### src/rtl/rst_seq_pkg.sv
// Shared types and constants for the staged reset sequencer.
package rst_seq_pkg;
  localparam int FS_W       = 4;
  localparam int MAX_STAGES = 16;

  typedef enum logic [2:0] {
    S_IDLE     = 3'd0,
    S_DELAY    = 3'd1,
    S_WAIT_ACK = 3'd2,
    S_RUN      = 3'd3,
    S_FAULT    = 3'd4
  } state_e;
endpackage

### src/rtl/rst_seq_if.sv
// Control/status bundle between the reset sequencer and its environment.
interface rst_seq_if #(
  parameter int NUM_STAGES = 4
);
  import rst_seq_pkg::*;

  logic                  pwr_ok;
  logic                  soft_rst_req;
  logic [NUM_STAGES-1:0] stage_ack;
  logic [NUM_STAGES-1:0] stage_rst_n;
  logic                  all_ready;
  logic                  fault;
  logic [FS_W-1:0]       fault_stage;

  modport master (
    input  pwr_ok, soft_rst_req, stage_ack,
    output stage_rst_n, all_ready, fault, fault_stage
  );

  modport slave (
    output pwr_ok, soft_rst_req, stage_ack,
    input  stage_rst_n, all_ready, fault, fault_stage
  );
endinterface

### src/rtl/rst_seq_timer.sv
// Shared delay/timeout counter; hit_o is registered and equals (count == term_i).
module seq_timer #(
  parameter int CNT_W = 32
) (
  input  logic             clk,
  input  logic             rst_n,
  input  logic             clr_i,
  input  logic [CNT_W-1:0] term_i,
  output logic             hit_o
);
  logic [CNT_W-1:0] cnt_q, cnt_d;
  logic             hit_q, hit_d;

  // Saturate rather than wrap so a stale count can never re-hit.
  always_comb begin
    cnt_d = cnt_q;
    if (clr_i)             cnt_d = '0;
    else if (cnt_q != '1)  cnt_d = cnt_q + 1'b1;
    hit_d = (cnt_d == term_i);
  end

  always_ff @(posedge clk or negedge rst_n) begin
    if (!rst_n) begin
      cnt_q <= '0;
      hit_q <= 1'b0;
    end else begin
      cnt_q <= cnt_d;
      hit_q <= hit_d;
    end
  end

  assign hit_o = hit_q;
endmodule

### src/rtl/rst_seq.sv
// Staged reset sequencer: releases NUM_STAGES reset domains in order,
// waiting a fixed delay before each release and an ack after it.
module rst_seq
  import rst_seq_pkg::*;
#(
  parameter int NUM_STAGES  = 4,
  parameter int STAGE_DELAY = 1000,
  parameter int ACK_TIMEOUT = 100000,
  parameter int CNT_W       = 32
) (
  input  logic     clk,
  input  logic     rst_n,
  rst_seq_if.master bus
);
  localparam logic [FS_W-1:0]  IDX_LAST  = FS_W'(NUM_STAGES - 1);
  localparam logic [CNT_W-1:0] TERM_DLY  = CNT_W'(STAGE_DELAY);
  localparam logic [CNT_W-1:0] TERM_TOUT = CNT_W'(ACK_TIMEOUT - 1);

  state_e                state_q, state_d;
  logic [FS_W-1:0]       idx_q, idx_d;
  logic [NUM_STAGES-1:0] srst_q, srst_d;
  logic                  rdy_q, rdy_d;
  logic                  flt_q, flt_d;
  logic [FS_W-1:0]       fs_q, fs_d;

  logic                  hit;
  logic                  tmr_clr;
  logic [CNT_W-1:0]      tmr_term;
  logic                  ack_cur;
  logic                  any_drop;
  logic [FS_W-1:0]       low_drop;

  // Ack of the stage currently being waited on, and lowest lost ack in RUN.
  always_comb begin
    ack_cur  = 1'b0;
    low_drop = '0;
    for (int i = 0; i < NUM_STAGES; i++)
      if (idx_q == FS_W'(i)) ack_cur = bus.stage_ack[i];
    for (int j = NUM_STAGES - 1; j >= 0; j--)
      if (!bus.stage_ack[j]) low_drop = FS_W'(j);
    any_drop = ~&bus.stage_ack;
  end

  always_ff @(posedge clk or negedge rst_n) begin
    if (!rst_n) begin
      state_q <= S_IDLE;
      idx_q   <= '0;
      srst_q  <= '0;
      rdy_q   <= 1'b0;
      flt_q   <= 1'b0;
      fs_q    <= '0;
    end else begin
      state_q <= state_d;
      idx_q   <= idx_d;
      srst_q  <= srst_d;
      rdy_q   <= rdy_d;
      flt_q   <= flt_d;
      fs_q    <= fs_d;
    end
  end

  always_comb begin
    state_d = state_q;
    if (!bus.pwr_ok)
      state_d = S_IDLE;
    else if (bus.soft_rst_req && state_q != S_IDLE)
      state_d = S_IDLE;
    else begin
      unique case (state_q)
        S_IDLE:     state_d = S_DELAY;
        S_DELAY:    if (hit) state_d = S_WAIT_ACK;
        S_WAIT_ACK: begin
          if (ack_cur)  state_d = (idx_q == IDX_LAST) ? S_RUN : S_DELAY;
          else if (hit) state_d = S_FAULT;
        end
        S_RUN:      if (any_drop) state_d = S_FAULT;
        S_FAULT:    state_d = S_FAULT;
        default:    state_d = S_IDLE;
      endcase
    end
  end

  // Every state entry restarts the shared counter against the new state's terminal.
  assign tmr_clr  = (state_d != state_q);
  assign tmr_term = (state_d == S_DELAY) ? TERM_DLY : TERM_TOUT;

  always_comb begin
    idx_d  = idx_q;
    srst_d = srst_q;
    fs_d   = fs_q;
    flt_d  = (state_d == S_FAULT);
    rdy_d  = (state_q == S_RUN) && (state_d == S_RUN);
    if (state_d == S_IDLE) begin
      idx_d  = '0;
      srst_d = '0;
    end else begin
      if (state_q == S_WAIT_ACK && state_d == S_DELAY)
        idx_d = idx_q + 1'b1;
      if (state_q == S_DELAY && state_d == S_WAIT_ACK)
        for (int i = 0; i < NUM_STAGES; i++)
          if (idx_q == FS_W'(i)) srst_d[i] = 1'b1;
      if (state_q == S_WAIT_ACK && state_d == S_FAULT) fs_d = idx_q;
      if (state_q == S_RUN && state_d == S_FAULT)      fs_d = low_drop;
    end
  end

  seq_timer #(.CNT_W(CNT_W)) u_timer (
    .clk    (clk),
    .rst_n  (rst_n),
    .clr_i  (tmr_clr),
    .term_i (tmr_term),
    .hit_o  (hit)
  );

  assign bus.stage_rst_n = srst_q;
  assign bus.all_ready   = rdy_q;
  assign bus.fault       = flt_q;
  assign bus.fault_stage = fs_q;
endmodule

### src/flat_wrapper.sv
// flat-port wrapper written by rule: the top's interface ports become plain ports
module rst_seq_flat import rst_seq_pkg::*;
#(
  parameter int NUM_STAGES  = 4,
  parameter int STAGE_DELAY = 1000,
  parameter int ACK_TIMEOUT = 100000,
  parameter int CNT_W       = 32
)
  (clk, rst_n, bus_pwr_ok, bus_soft_rst_req, bus_stage_ack, bus_stage_rst_n, bus_all_ready, bus_fault, bus_fault_stage);
  rst_seq_if #(.NUM_STAGES(NUM_STAGES)) bus_i ();
  input  logic clk;
  input  logic rst_n;
  input wire logic [$bits(bus_i.pwr_ok)-1:0] bus_pwr_ok;
  input wire logic [$bits(bus_i.soft_rst_req)-1:0] bus_soft_rst_req;
  input wire logic [$bits(bus_i.stage_ack)-1:0] bus_stage_ack;
  output wire logic [$bits(bus_i.stage_rst_n)-1:0] bus_stage_rst_n;
  output wire logic [$bits(bus_i.all_ready)-1:0] bus_all_ready;
  output wire logic [$bits(bus_i.fault)-1:0] bus_fault;
  output wire logic [$bits(bus_i.fault_stage)-1:0] bus_fault_stage;
  assign bus_i.pwr_ok = bus_pwr_ok;
  assign bus_i.soft_rst_req = bus_soft_rst_req;
  assign bus_i.stage_ack = bus_stage_ack;
  assign bus_stage_rst_n = bus_i.stage_rst_n;
  assign bus_all_ready = bus_i.all_ready;
  assign bus_fault = bus_i.fault;
  assign bus_fault_stage = bus_i.fault_stage;
  rst_seq #(.NUM_STAGES(NUM_STAGES), .STAGE_DELAY(STAGE_DELAY), .ACK_TIMEOUT(ACK_TIMEOUT), .CNT_W(CNT_W)) u_core (.clk(clk), .rst_n(rst_n), .bus(bus_i));
endmodule
### config.mk
export PLATFORM = sky130hd
export DESIGN_NAME = rst_seq_flat
export DESIGN_NICKNAME = d
export VERILOG_FILES = /design/src/rtl/rst_seq_pkg.sv /design/src/rtl/rst_seq_if.sv /design/src/rtl/rst_seq_timer.sv /design/src/rtl/rst_seq.sv /design/src/flat_wrapper.sv
export SDC_FILE = /design/constraint.sdc
export NUM_CORES = 1
export LEC_CHECK = 0
export BUFFER_PORTS_ARGS = -buffer_cell sky130_fd_sc_hd__buf_2
export CELL_PAD_IN_SITES_DETAIL_PLACEMENT = 0
export CELL_PAD_IN_SITES_GLOBAL_PLACEMENT = 1
export CORE_ASPECT_RATIO = 0.6
export CORE_UTILIZATION = 42
export DETAILED_ROUTE_END_ITERATION = 7
export PLACE_DENSITY_LB_ADDON = 0.1
export SLEW_MARGIN = 20
export SYNTH_ARGS = -nofsm -noshare
export SYNTH_HDL_FRONTEND = slang
export SYNTH_SLANG_ARGS = --single-unit
### constraint.sdc
create_clock -name clk -period 3 [get_ports clk]
set_input_delay 0.15 -clock clk [delete_from_list [all_inputs] [get_ports clk]]
set_output_delay 0.15 -clock clk [all_outputs]
set_load 0.02 [all_outputs]
### Word level (Yosys, flattened, before mapping)

Cells that the tools add are included.

* add/sub/neg operators: 2
* eq/ne operators: 14
* mux-type cells: 29
* bitwise gates (word level): 1
* reduce and logical (&&, ||, !) cells: 23

Operators by type and width (number)
* 32-bit 2-to-1 mux: 2
* 32-bit by 1-bit adder with 32-bit output (second input constant): 1
* 32-bit equality test: 1
* 32-bit inequality test (second input constant): 1
* 4-bit 2-to-1 mux: 6
* 3-bit 2-to-1 mux: 6
* 17-bit 2-to-1 mux: 1
* 3-bit case mux with 5 select lines: 1
* 2-bit nonzero test: 7
* 3-bit by 2-bit equality test with 1-bit output (second input constant): 4
* 2-bit 2-to-1 mux: 5
* 2-bit AND reduction: 5
* 4-bit by 2-bit equality test with 1-bit output (second input constant): 2
* 1-bit 2-to-1 mux: 8
* 3-bit by 1-bit equality test with 1-bit output (second input constant): 2
* 3-bit equality test (second input constant): 2
* 1-bit logical AND: 6
* 3-bit logical NOT: 2
* 4-bit by 1-bit adder with 4-bit output (second input constant): 1
* 4-bit by 1-bit equality test with 1-bit output (second input constant): 1
* 4-bit logical NOT: 1
* 4-bit AND reduction: 1
* 3-bit inequality test: 1
* 3-bit nonzero test: 1
* 1-bit inverter: 1

* register bits: 50
* input port bits: 8
* output and inout port bits: 10
* logic and storage cells: 80

### Logic depth before layout (Yosys ltp)

* depth in word-level cells: 13
* depth in mapped cells: 11
* depth with buffers taken out: 10

### Hierarchy

From an unflattened synthesis, not the netlist that was laid out.

* cells, all modules: 484
* area, all modules: 4081.4 um^2

Modules (own cells, without submodules)
* seq_timer: instances 1, cells an instance 381, area each 3050.4 um^2, sequential area each 825.8 um^2
* rst_seq: instances 1, cells an instance 103, area each 1031.0 um^2, sequential area each 425.4 um^2

### Worst setup path after synthesis

OpenSTA, ideal clock, no wires.

* path kind: reg-to-reg
* from: reg u_core.u_timer.cnt_q[0]
* to: reg u_core.u_timer.hit_q, in the netlist u_core.u_timer.hit_o
* library setup time: 67 ps
* data arrival time: 2972 ps
* required time: 2933 ps
* slack: -39 ps
* stages on the path, launching flop included: 11
* buffers on the path: 1
* clock period less this slack: 3039 ps
* path through: dfrtp_1 ha_1 nand3_2 or3_1 buf_6 or4_4 a211o_1 a22o_1 or4_1 nor4_2 o2111a_1

* cells in the longest elaborated chain, start to end: 4
* elaborated cells between the ends (all ways): 5
* those cells by class: add/sub (1); eq/ne (2); mux (2)

Ends and longest elaborated chain
* start, declared: line rst_seq_timer.sv:11 `logic [CNT_W-1:0] cnt_q, cnt_d;`
* start signal, assigned: line rst_seq_timer.sv:27 `cnt_q <= cnt_d;`
* 32-bit by 1-bit adder with 32-bit output or 32-bit inequality test (tied branches): line rst_seq_timer.sv:18 `else if (cnt_q != '1) cnt_d = cnt_q + 1'b1;`
* 32-bit 2-to-1 mux *: line rst_seq_timer.sv:18
* 32-bit 2-to-1 mux *: line rst_seq_timer.sv:17 `if (clr_i) cnt_d = '0;`
* 32-bit equality test *: line rst_seq_timer.sv:19 `hit_d = (cnt_d == term_i);`
* net u_core.u_timer.hit_d: line rst_seq_timer.sv:12 `logic hit_q, hit_d;`
* end signal, assigned: line rst_seq_timer.sv:28 `hit_q <= hit_d;`
* end, declared: line rst_seq_timer.sv:12

Mark *: on every way through the listed nets, which the timed path passes. The rest lies on a longest branch.
A chain may end at the register's enable or synchronous reset.

### Worst setup path in the final report

* from: reg u_core.u_timer.cnt_q[1]
* to: reg u_core.u_timer.hit_q, in the netlist u_core.u_timer.hit_o

Same word-level chain as after synthesis.

==> metrics.yaml <==
tritoncts: "yes"
place_hpwl_microns: 6112
grt_max_degree: 29
yosysTopAreaCellShare: 0.4102
route.antenna.remaining_nets: 0
dieArea_sq_um: 7619
final_layout_size_suffix_gt1_frac: 0.1688
post_cts_buffers: 0
cp_data_arrival_time_ps: 3110
synth_area_leaders: "dfrtp_1, nor2_1, xnor2_1"
vias_per_cell: 5.623
final_max_slew_viol_count: 0
via_count: 2654
drt_iter0_drc: 225
antenna_cells: 0
antenna_found_initial: 0
fillCellCount: 653
seq_area_frac_synth: 0.4102
tns_ps: 0
critPathMaxFanout: 5
place_congestion: 0.8894
drc: 2
worstPathRequired_ps: 3230
rsz0062_at_grt: "no"
totalWireLength_microns: 8015
numCtsBuffers: 5
path_clk_slew_ps: 70
setup_viol: 0
power_w: 0.001439
ir_drop_v: 0.0002529
synth_area_per_cell_sq_um: 8.740
grt_pass1_vias: 2352
start_util: 0.4454
netlist_top_cells_count: "nor2_1, dfrtp_1, nand2_1"
cp_slowest_cell: "or4_4"
dr.pass1.iters: 7
pwr_density_cell_nw_per_um2: 400.2
overflow: 0
path_class: "reg -> reg"
clock-sinks: 50
cts_buffer_depth: 2
finalCriticalPeriod_ps: 2874
relSlewSlack: 0.5635
synthCells: 349
synth_seq_cells: 50
fmax_ghz: 0.3480
coreArea_sq_um: 6849
finalCritPeriodShare: 0.9579
final_hold_viol_count: 0
critical_path.cell_chain: "ha_4 -> nand3_4 -> or3_4 -> or4_4 -> a211o_1 -> a22o_1 -> or4_1 -> nor4_2 -> o2111a_1"
worstMarginPinSlew_ps: 649.2
final_nets: 397
root_buffer: "clkbuf_16"
synth_fp_nets: 362
grt_pass1_wl_microns: 12960
clk_latency_ps: 290
post-synth-top-area-cell: "dfrtp_1"
synthDistinctLibCells: 59
endpoint_kind: "flip-flop"
drt-wirelength-per-cell_microns: 16.98
p_leak_nw: 1.470
seqCellArea_sq_um: 1254
std_cell_rows: 23
async_flop_share: 1.000
die_w_microns: 112.0
h-tree-depth: 2
synth_area_sq_um: 3050
min_path_type: "in -> reg"
max-cap-violations: 0
multiInputGateArea_sq_um: 1749
pin_count: 18
grt.total_usage: 0.2275
violations: "design-rule violations"
synthFlopType: "dfrtp_1"
finClkSkew_ps: 7.687
synth_edf_count: 0
die_h_microns: 68.02
max_stage_delay_ps: 540
outcome: "finished with violations"
synth_warnings: 0
syn_to_final_growth_pct: 17.88
synth.most_common_cell: "nor2_1"
cp-start-kind: "flip-flop"
portBuffers: 17
-- area by class of cell --
type / count / area share
Multi-Input combinational cell: 276 / 0.4864
Inverter: 10 / 0.01044
Timing Repair Buffer: 41 / 0.07794
Sequential cell: 50 / 0.3486
Clock buffer: 6 / 0.03584
Clock inverter: 2 / 0.01044
Tap cell: 87 / 0.03027
-- worst paths after layout --
| kind | to | slack [ps] | start | cells past startpoint |
|---|---|---|---|---|
| min in group asynchronous | u_core.bus.fault_stage[2] | 360 | rst_n | 2 |
| worst max register to register | u_core.u_timer.hit_o | 130 | u_core.u_timer.cnt_q[1] | 9 |
| worst min-delay path | u_core.bus.fault_stage[0] | 240 | bus_stage_ack[0] | 3 |
| worst min register to register | u_core.bus.fault_stage[0] | 470 | u_core.bus.fault_stage[0] | 2 |
| worst max-delay path | u_core.u_timer.hit_o | 130 | u_core.u_timer.cnt_q[1] | 9 |
| max in group asynchronous | u_core.u_timer.cnt_q[28] | 1830 | rst_n | 3 |
-- registers in the layout, summed over array words and instances (netlist names) --
signal	count
u_core.u_timer.hit_o	1
u_core.bus.stage_rst_n	4
u_core.bus.fault_stage	4
u_core.bus.all_ready	1
u_core.u_timer.cnt_q	32
u_core.idx_q	4
u_core.bus.fault	1
u_core.state_q	3
-- metrics by stage --
stage	setup WS [ps]	std cells	utilization	hold WS, ps	area [sq um]
after floorplan	4.491	349	-	-145.6	3053
after global placement	156.0	463	0.4932	155.7	3378
after detailed placement	86.27	463	0.4932	163.3	3378
after CTS	86.34	472	0.5190	259.9	3555
after global routing	14.07	472	0.5250	267.8	3596
final	126.2	472	0.5250	244.4	3596
-- kinds of logic (layout without fill, tap and decap cells) --
| family | after synthesis | in the layout | share of synthesized area |
|---|---|---|---|
| buffers and inverters | 23 | 59 | 0.03117 |
| adder cells (fa/ha/maj) | 5 | 5 | 0.02051 |
| AO/OA/AOI/OAI | 58 | 58 | 0.1325 |
| multiplexers | 4 | 4 | 0.01395 |
| AND/OR/NAND/NOR | 180 | 180 | 0.3085 |
| XOR/XNOR | 29 | 29 | 0.08327 |
| flip-flops | 50 | 50 | 0.4102 |
-- metal layers --
layer | vias to the layer above | share of wire | global-route usage
met4 | 0 | 0.0050 | 0.04000
met2 | 49 | 0.33 | 0.2578
met1 | 1279 | 0.61 | 0.3903
li1 | 1321 | - | -
met3 | 5 | 0.058 | 0.06200
met5 | - | 0 | 0
-- power by group --
part           internal [W]  switching [W]  leakage (nW)
Clock              0.000394       0.000257        0.0771
Sequential         0.000679     0.00000784         0.691
Combinational     0.0000378      0.0000628         0.702
Total               0.00111       0.000328          1.47
-- critical path: cells and delay by family, from the launching register on --
family	cells	cell delay (ps)
DFF	1	400
adders and majority gates	1	170
and+or+nand+nor	5	1580
AOI/OAI and AO/OA	3	660
-- cell usage in the layout, fill, tap and decap left out, types with 3 or more instances in the layout --
cell type / instances
xor2_1: 9
o31ai_1: 4
a21oi_1: 11
nand2_1: 27
nor4_1: 3
a31oi_1: 6
nor3_1: 8
ha_1: 4
and4_1: 3
nand2b_1: 3
nand3_1: 13
dfrtp_1: 48
xnor2_1: 20
or3_1: 4
nand4_1: 9
nor2_1: 66
buf_2: 17
nand4b_1: 4
nand3b_1: 5
a211oi_1: 3
nor2b_1: 4
nor3b_1: 5
o21ai_0: 8
buf_4: 22
and2_1: 5
inv_1: 10
and3_1: 5
clkbuf_16: 5
-- repair_timing --
action | 4_1_cts | 5_1_grt
hold buffers | 1 | 0
endpoints found under the hold margin | 22 | 0
setup endpoints to repair | 0 | 1
resized for setup | 0 | 8
(Power assumes the default switching activity.)
